==> config.mk <==
export PLATFORM = sky130hd
export DESIGN_NAME = count_checker_sat_cnt
export DESIGN_NICKNAME = d
export VERILOG_FILES = /design/src/rtl/count_checker_sat_cnt.sv
export SDC_FILE = /design/constraint.sdc
export NUM_CORES = 1
export LEC_CHECK = 0
export CAP_MARGIN = 5
export CORE_AREA = 2 2 39 41
export CTS_CLUSTER_SIZE = 16
export DETAILED_ROUTE_END_ITERATION = 8
export DIE_AREA = 0 0 41 43
export GPL_ROUTABILITY_DRIVEN = 0
export PLACE_DENSITY = 0.64
export SYNTH_ARGS = -nofsm -noshare
export SYNTH_HDL_FRONTEND = slang
export SYNTH_SLANG_ARGS = --single-unit
==> constraint.sdc <==
create_clock -name clk -period 2 [get_ports clk]
set_clock_uncertainty 0.15 [all_clocks]
set_input_delay 0.4 -clock clk [delete_from_list [all_inputs] [get_ports clk]]
set_output_delay 0.4 -clock clk [all_outputs]
set_load 0.1 [all_outputs]
==> src/rtl/count_checker_sat_cnt.sv <==
// 8-bit up counter with synchronous clear and saturation at 8'hFF.
// Clear takes priority over a simultaneous increment.
module count_checker_sat_cnt (
  input  logic       clk,
  input  logic       rst_n,
  input  logic       clr,
  input  logic       inc,
  output logic [7:0] count
);

  always_ff @(posedge clk or negedge rst_n) begin
    if (!rst_n) begin
      count <= 8'h00;
    end else if (clr) begin
      count <= 8'h00;
    end else if (inc && (count != 8'hFF)) begin
      count <= count + 8'd1;
    end
  end

endmodule

==> metrics.yaml, run 1 <==
status: "finished, final reports clean"
critPathCapture: "count[0]"
criticalPathCategory: "flop to flop"
grt_first_pass_wirelength_mm: 1.780
clock_latency_ns: 0.26
r2r-end: "count[0]"
ys.flop_type: "dfrtp_1"
fmax_ghz: 0.5431
drtIter0Drc: 12
synthTopCellsByCount: "dfrtp_1, nor3_1, a21oi_1, nand2b_1, nor2b_1"
slew_headroom: 0.7464
yosysWarnings: 0
num_rows: 14
clock_path_buffers: 2
cts-root-buf: "clkbuf_4"
layout_setup_ws_ns: 0.1589
nets: 70
synth_top_cell_by_area: "dfrtp_1"
cts-hold-fix-buffers: 0
dieArea_um2: 1763
power.leakage_nw: 0.2776
cts_tree: "done"
cp-startpoint: "count[1]"
io_pins: 12
start_util: 0.3354
dp_hpwl_um: 822.3
coreArea_um2: 1384
hold_class: "input pin to asynchronous set/reset pin"
vias: 439
syn_inst: 49
drc: 0
power_w: 0.0003932
first_global_vias: 398
clk_pin_slew_ns: 0.07
final_area_um2: 720.7
yosys.area_share.simple: 0.3100
pwr_density_cell_nw_per_um2: 545.6
slew_viol_final: 0
wire_per_inst_um: 13.85
io_buffers: 11
grt_max_degree: 12
hold_violations: 0
postPlaceCellArea_um2: 694.4
top_register: "count"
antenna_found_initial: 0
ir_drop_uv: 334.4
htreeDepth: 1
crit_arrival_ns: 1.82
final_layout_size_suffix_gt1_frac: 0.3594
reg2reg_from: "count[1]"
syn2layout_area_growth_pct: 55.26
post_cts_buffers: 0
synth_nets: 54
critPathMaxFanout: 5
synth_area_um2: 464.2
vias_per_cell: 5.488
die_h_um: 43
synth_edf_count: 0
cts_sinks: 8
cts_resized: 0
required_ns: 1.98
synth_mux_area_frac: 0.07008
max_slew.worst_pin.slew_ns: 0.3709
synth_most_common_cell: "dfrtp_1"
synth-adder-area-share: 0.02695
cp-start-kind: "flop"
antennaDiodeCount: 0
largest_register_ffs: 8
numCtsBuffers: 3
grt_setup_unrepaired: "no"
fin_crit_sh: 0.9206
synth_top_family_by_area: "simple AND/OR/NAND/NOR gates"
cp-end-kind: "flop"
totalWireLength_mm: 1.108
synthesis.area_per_instance_um2: 9.473
synth-seq-cells: 8
postRouteAntennaNets: 0
grt_usage: 0.1563
yosysUniqueCellTypes: 28
setup_tns_ns: 0
synth_top_area_frac: 0.4313
synth.area.top_cells: "dfrtp_1, mux2_2, nor3_1"
drt-pass1-iter-count: 4
r2r_slack_ns: 0.16
post-route-util: 0.5208
pre_cts_slack_ns: 0.05544
reg2reg_depth: 4
synthXorXnorAreaFrac: 0
top_regs: "count (8)"
synth_compound_area_frac: 0.1267
synthArstFlopShare: 1.000
finalSetupViolations: 0
cap_viol_max_count: 0
synth-seq-area-share: 0.4313
die_x_um: 41
grt-ovfl-total: 0
fin_crit_ns: 1.841
==> cell type report <==
type,instances,area [um^2]
timing repair buffer,13,205.2
fill,113,663.1
multi-input combinational,37,250.2
sequential,8,211.5
clock buffer,4,26.28
tap,16,20.02
inverter,2,7.507
==> cell families after synthesis <==
kind of cell | after synthesis
adders and majority gates | 1
DFF | 8
AOI/OAI and AO/OA | 9
muxes | 3
buffers and inverters | 4
and+or+nand+nor | 24
==> power breakdown <==
part | internal (W) | leakage, nW | switching (W)
Clock | 0.0000767 | 0.0150 | 0.0000628
Sequential | 0.000168 | 0.102 | 0.00000898
Combinational | 0.0000305 | 0.161 | 0.0000461
Total | 0.000275 | 0.278 | 0.000118
==> layout by cell type (no fill, tap or decap), types with 3 or more instances in the layout <==
master	Yosys	layout
a21oi_1	3	3
dfrtp_2	0	3
clkbuf_4	0	3
clkdlybuf4s50_1	0	3
nor3_1	4	4
nand2b_1	3	3
buf_12	0	8
dfrtp_1	8	3
nor2b_1	3	3
==> critical path, stage by stage, from the launching register on <==
cell and delay [ns]:
dfrtp_4 0.52, ha_2 0.19, and4_2 0.26, a21boi_1 0.22, mux2_2 0.37
==> routing by layer <==
metal / global-route usage / routed length (um)
met1: 0.2033 / 494
met4: 0.1200 / 10
met5: 0 / 0
met2: 0.2156 / 562
met3: 0.03141 / 40
==> worst min-delay path by stage <==
stage	to	slack [ns]	depth (start not counted)
floorplan	count[2]	-0.05	0
finish	count[6]	0.26	1
global placement	count[7]	0.45	2
detailed placement	count[4]	0.49	2
CTS	count[6]	0.27	1
global route	count[6]	0.30	1
==> through the flow <==
step,instances,hold slack (ns)
global route,80,0.2993
global placement,76,0.4529
floorplan,49,-0.04559
detailed placement,76,0.4868
CTS,80,0.2727
finish,80,0.2647
Note: power is estimated with default switching activity, not from simulation.
==> run 2: changes to the inputs <==
--- a/config.mk
+++ b/config.mk
@@ -5,13 +5,14 @@
 export SDC_FILE = /design/constraint.sdc
 export NUM_CORES = 1
 export LEC_CHECK = 0
+export ABC_AREA = 1
 export CAP_MARGIN = 5
 export CORE_AREA = 2 2 39 41
 export CTS_CLUSTER_SIZE = 16
 export DETAILED_ROUTE_END_ITERATION = 8
 export DIE_AREA = 0 0 41 43
 export GPL_ROUTABILITY_DRIVEN = 0
-export PLACE_DENSITY = 0.64
+export PLACE_DENSITY = 0.68
 export SYNTH_ARGS = -nofsm -noshare
 export SYNTH_HDL_FRONTEND = slang
 export SYNTH_SLANG_ARGS = --single-unit
==> run 2 against run 1 <==
  * Critical path depth grew 3
  * Highest routed layer unchanged
  * Clock-buffer cell count stayed put
  * Total power is 12% higher
  * Critical path type unchanged
  * Hold slack got worse by 0.0011 ns
==> metrics.yaml, run 2 <==
status: "finished, final reports clean"
vias_per_cell: 5.160  # -6.0%
fmax_ghz: 0.6296  # +16%
synthArstFlopShare: 1.000  # unchanged
io_pins: 12  # unchanged
wire_per_inst_um: 10.93  # -21%
power.leakage_nw: 0.3562  # +28%
clock_latency_ns: 0.26  # about the same
ir_drop_uv: 416.3  # +25%
vias: 547  # +25%
dieArea_um2: 1763  # unchanged
synth_area_um2: 511.7  # +10%
synthesis.area_per_instance_um2: 6.915  # -27%
synth-seq-cells: 8  # unchanged
syn_inst: 74  # +51%
grt_first_pass_wirelength_mm: 1.973  # +11%
die_h_um: 43  # unchanged
clk_pin_slew_ns: 0.06  # about the same
crit_arrival_ns: 1.59  # -0.23 ns
max_slew.worst_pin.slew_ns: 0.3638  # -0.007036 ns
cts_sinks: 8  # unchanged
slew_headroom: 0.7567  # +0.01032
slew_viol_final: 0  # unchanged
synth_top_cell_by_area: "dfrtp_1"
pwr_density_cell_nw_per_um2: 582.6  # +6.8%
synth_edf_count: 0  # unchanged
drtIter0Drc: 21  # +9
layout_setup_ws_ns: 0.4117  # +0.2528 ns
finalSetupViolations: 0  # unchanged
final_common_cell: "nand2_1"
final_cell_mix: "nand2_1, inv_1, nand3_1, buf_12, dfrtp_1"
fin_cells: 106  # +33%
drc: 0  # unchanged
largest_register_ffs: 8  # unchanged
synthTopCellsByCount: "nand2_1, inv_1, nand3_1, dfrtp_1, nor2_1"
place_inst: 102  # +34%
yosysWarnings: 0  # unchanged
postRouteAntennaNets: 0  # unchanged
grt_max_degree: 9  # -3
post_cts_buffers: 0  # unchanged
grt_setup_unrepaired: "no"
coreArea_um2: 1384  # unchanged
cp-end-kind: "flop"
whs_ns: 0.2636  # -0.001079 ns
synth.area.top_cells: "dfrtp_1, nand2_1, nand3_1"
grt-ovfl-total: 0  # unchanged
numCtsBuffers: 3  # unchanged
nets: 96  # +37%
num_rows: 14  # unchanged
cts_resized: 0  # unchanged
fin_crit_sh: 0.7942  # -0.1264
cts-hold-fix-buffers: 0  # unchanged
die_x_um: 41  # unchanged
cts-root-buf: "clkbuf_4"
htreeDepth: 1  # unchanged
fin_crit_ns: 1.588  # -0.2528 ns
pre_cts_slack_ns: 0.2719  # +0.2165 ns
synth-seq-area-share: 0.3912  # -0.04007
totalWireLength_mm: 1.159  # +4.6%
first_global_vias: 470  # +18%
cts_tree: "done"
synth_most_common_cell: "nand2_1"
clock_path_buffers: 2  # unchanged
required_ns: 2.00  # +0.02 ns
final_layout_size_suffix_gt1_frac: 0.2333  # -0.1260
cap_viol_max_count: 0  # unchanged
hold_class: "input pin to asynchronous set/reset pin"
top_register: "count"
top_regs: "count (8)"
setup_tns_ns: 0  # unchanged
io_buffers: 11  # unchanged
drt-pass1-iter-count: 5  # +1
synth_nets: 79  # +46%
grt_usage: 0.1687  # +0.01235
syn2layout_area_growth_pct: 48.17
hold_violations: 0  # unchanged
post-route-util: 0.5479  # +0.02712
antenna_found_initial: 0  # unchanged
antennaDiodeCount: 0  # unchanged
critPathMaxFanout: 4  # -1
criticalPathCategory: "flop to flop"
yosysUniqueCellTypes: 15  # -46%
dp_hpwl_um: 897.3  # +9.1%
start_util: 0.3698  # +0.03436
synth_top_area_frac: 0.3912  # -0.04007
cp-start-kind: "flop"
ys.flop_type: "dfrtp_1"
## run 2: cell types whose count changed after synthesis, moves of 2 or more
cell      change
mux2_2        -2
nor2b_1       -3
nor3_1        -2
inv_1         +8
o21bai_1      +2
nand2_2       +2
nand2_1      +23
nor2_2        +2
nor2_1        +3
nand3_1       +7
nand2b_1      -3
## run 2: layout make-up
type | instances | area (um^2)
Multi-Input combinational cell | 55 | 265.3
Tap cell | 16 | 20.02
Sequential cell | 8 | 202.7
Timing Repair Buffer | 12 | 197.7
Inverter | 11 | 46.29
Clock buffer | 4 | 26.28
Fill cell | 122 | 625.6
## run 2: kinds of logic after synthesis
kind of cell,share of synthesized area
AO/OA/AOI/OAI,0.09534
adder cells (fa/ha/maj),0.02445
buffers and inverters,0.09048
AND/OR/NAND/NOR,0.3985
flip-flops,0.3912
## run 2: worst paths after layout
kind	start	to	slack, ns	cells after the start
min in group clk	count[1]	count[1]	0.42	2
setup reg to reg	count[0]	count[7]	0.41	7
hold / removal	rst_n	count[2]	0.26	1
setup / recovery	count[0]	count[7]	0.41	7
hold reg to reg	count[1]	count[1]	0.42	2
max in group asynchronous	rst_n	count[0]	1.15	1
## run 2: report_power, final
part           internal, W  switching, W
combinational    0.0000439     0.0000796
sequential        0.000170     0.0000139
clock            0.0000765     0.0000583
total             0.000290      0.000152
## run 2: per-layer routing
layer,GRT usage,routed length (um)
met5,0,0
met4,0.1000,24
met3,0.03141,91
met2,0.2219,558
met1,0.2475,484
## run 2: worst max-delay path, stage by stage, from the launching register on
cell and delay, ns:
dfrtp_2 0.44, ha_1 0.23, nand2_2 0.11, nor2_2 0.04, a21oi_1 0.27, nand3_1 0.11, nand2_1 0.08, inv_1 0.04
## run 2: stage by stage
| stage | instance area, um^2 | power, W |
|---|---|---|
| final | 758.2 | 0.0004418 |
| after floorplan | 514.2 | 0.0002567 |
| after global placement | 732.0 | 0.0003109 |
| after global routing | 758.2 | 0.0004634 |
| after CTS | 758.2 | 0.0004441 |
| after detailed placement | 732.0 | 0.0003102 |
==> run 3: changes to the inputs <==
--- a/config.mk
+++ b/config.mk
@@ -12,7 +12,7 @@
 export DETAILED_ROUTE_END_ITERATION = 8
 export DIE_AREA = 0 0 41 43
 export GPL_ROUTABILITY_DRIVEN = 0
-export PLACE_DENSITY = 0.68
+export PLACE_DENSITY = 0.71
 export SYNTH_ARGS = -nofsm -noshare
 export SYNTH_HDL_FRONTEND = slang
 export SYNTH_SLANG_ARGS = --single-unit
==> constraint.sdc (replaced) <==
create_clock -name clk -period 1.3 [get_ports clk]
set_clock_uncertainty 0.15 [all_clocks]
set_input_delay 0.26 -clock clk [delete_from_list [all_inputs] [get_ports clk]]
set_output_delay 0.26 -clock clk [all_outputs]
set_load 0.1 [all_outputs]
==> run 3 against run 2 <==
  * The flow now finishes with violations (setup timing)
  * Sequential power increased by 52%
  * Setup slack got worse by 0.59 ns
  * Sequential share of layout area shrank 5.0 points
  * Critical path type unchanged
  * Highest routed layer unchanged
==> metrics.yaml, run 3 (synthesis results as in run 2) <==
status: "finished, violations left"
violations: "setup timing"
coreArea_um2: 1384  # unchanged
fin_crit_sh: 1.135  # +0.3410
drtIter0Drc: 18  # -14%
clock_latency_ns: 0.26  # about the same
clkPwrFrac: 0.266  # -0.039
pwr-share-comb: 0.346  # +0.066
die_h_um: 43  # unchanged
r2r_slack_ns: -0.18  # -0.59 ns
drt-pass1-iter-count: 4  # -1
io_buffers: 11  # unchanged
fin_crit_ns: 1.476  # -0.1127 ns
clock_path_buffers: 2  # unchanged
cp-start-kind: "flop"
num_rows: 14  # unchanged
reg2reg_depth: 9  # +2
cp-end-kind: "flop"
criticalPathCategory: "flop to flop"
clk_pin_slew_ns: 0.06  # about the same
pwr_density_cell_nw_per_um2: 711.5  # +22%
cts-root-buf: "clkbuf_4"
start_util: 0.3698  # unchanged
setup_tns_ns: -1.893  # -1.893 ns
layout_setup_ws_ns: -0.1757  # -0.5873 ns
r2r-end: "count[4]"
nets: 116  # +21%
first_global_vias: 635  # +35%
ir_drop_uv: 571.6  # +37%
antenna_found_initial: 0  # unchanged
cts-hold-fix-buffers: 0  # unchanged
p_switching_w: 0.0002475  # +63%
cap_viol_max_count: 0  # unchanged
cp-startpoint: "count[0]"
slew_headroom: 0.7549  # -0.001835
cts_tree: "done"
io_pins: 12  # unchanged
dp_hpwl_mm: 1.096  # +22%
cpPeakStageDelay_ns: 0.50  # +0.06 ns
final_layout_size_suffix_gt1_frac: 0.5046  # +0.2713
vias_per_cell: 4.976  # -3.6%
p_int_w: 0.0004735  # +63%
postRouteAntennaNets: 0  # unchanged
crit_buf_inv: 1  # unchanged
vias: 622  # +14%
cts_sinks: 8  # unchanged
grt_first_pass_wirelength_mm: 2.746  # +39%
grt_setup_unrepaired: "yes"
antennaDiodeCount: 0  # unchanged
top_register: "count"
cpLargestDelayFamily: "flip-flops"
crit_chain: "ha_4 > nand2_4 > nor2_4 > nand2_2 > nand2_2 > nand2_4 > clkinv_4 > nand2_1 > nand2_1"
drc: 0  # unchanged
power.leakage_nw: 0.4756  # +34%
wire_per_inst_um: 13.57  # +24%
crit_cells: 9  # +2
largest_register_ffs: 8  # unchanged
final_cell_mix: "nand2_1, buf_4, inv_1"
max_slew.worst_pin.slew_ns: 0.3666  # +0.002743 ns
crit_arrival_ns: 1.46  # -0.13 ns
critPathCapture: "count[4]"
hold_class: "input pin to asynchronous set/reset pin"
critPathMaxFanout: 6  # +2
final_area_um2: 1013  # +34%
grt-ovfl-total: 0  # unchanged
die_x_um: 41  # unchanged
power_frac_seq: 0.387  # -0.028
reg2reg_from: "count[0]"
numCtsBuffers: 3  # unchanged
pre_cts_slack_ns: -0.2213  # -0.4932 ns
hold_violations: 0  # unchanged
grt_usage: 0.2305  # +0.06176
top_regs: "count (8)"
cp_slowest_cell: "dfrtp_4"
swShare: 0.3433  # about the same
totalWireLength_mm: 1.696  # +46%
dieArea_um2: 1763  # unchanged
place_inst: 115  # +13%
htreeDepth: 1  # unchanged
required_ns: 1.29  # -0.71 ns
postPlaceCellArea_um2: 873.3  # +19%
syn2layout_area_growth_pct: 98.04
fmax_ghz: 0.6777  # +7.6%
fin_cells: 125  # +18%
finalSetupViolations: 16  # +16
grt_max_degree: 9  # unchanged
slew_viol_final: 0  # unchanged
whs_ns: 0.1276  # -0.1360 ns
final_common_cell: "nand2_1"
## run 3: layout make-up
cell class,count,area [um^2]
inverter,11,46.29
timing repair buffer,32,377.9
tap,16,20.02
clock buffer,3,22.52
sequential,8,220.2
fill,91,370.4
multi-input combinational,55,326.6
## run 3: what timing repair did
item | 4_1_cts | 5_1_grt
gates resized for setup | 13 | 4
pin swaps | 0 | 3
setup endpoints to repair | 16 | 16
setup buffers | 7 | 0
## run 3: how the worst min path moves through the flow
stage / to / slack, ns
3_3_place_gp: count[1] / 0.43
5_1_grt: count[0] / 0.17
6_report: count[1] / 0.13
3_5_place_dp: count[0] / 0.42
4_1_cts: count[0] / 0.14
2_1_floorplan: count[2] / -0.19
## run 3: metal layers
layer,GRT usage,vias up,share of wire
met5,0,-,0
met4,0.1667,0,0.025
met3,0.02094,5,0.024
met2,0.3281,15,0.52
met1,0.3100,299,0.43
li1,-,303,-
## run 3: power groups by stage
stage / Sequential (W) / Clock, W / Combinational (W)
after global placement: 0.000281 / 0 / 0.000228
after floorplan: 0.000364 / 0 / 0.0000400
after global routing: 0.000280 / 0.000211 / 0.000261
final: 0.000279 / 0.000192 / 0.000250
after detailed placement: 0.000281 / 0 / 0.000229
after CTS: 0.000277 / 0.000201 / 0.000247
## run 3: stage by stage
step / total power, W / util
after floorplan: 0.0004043 / -
after global placement: 0.0005096 / 0.6311
after detailed placement: 0.0005103 / 0.6311
after CTS: 0.0007253 / 0.7215
after global routing: 0.0007521 / 0.7324
final: 0.0007211 / 0.7324
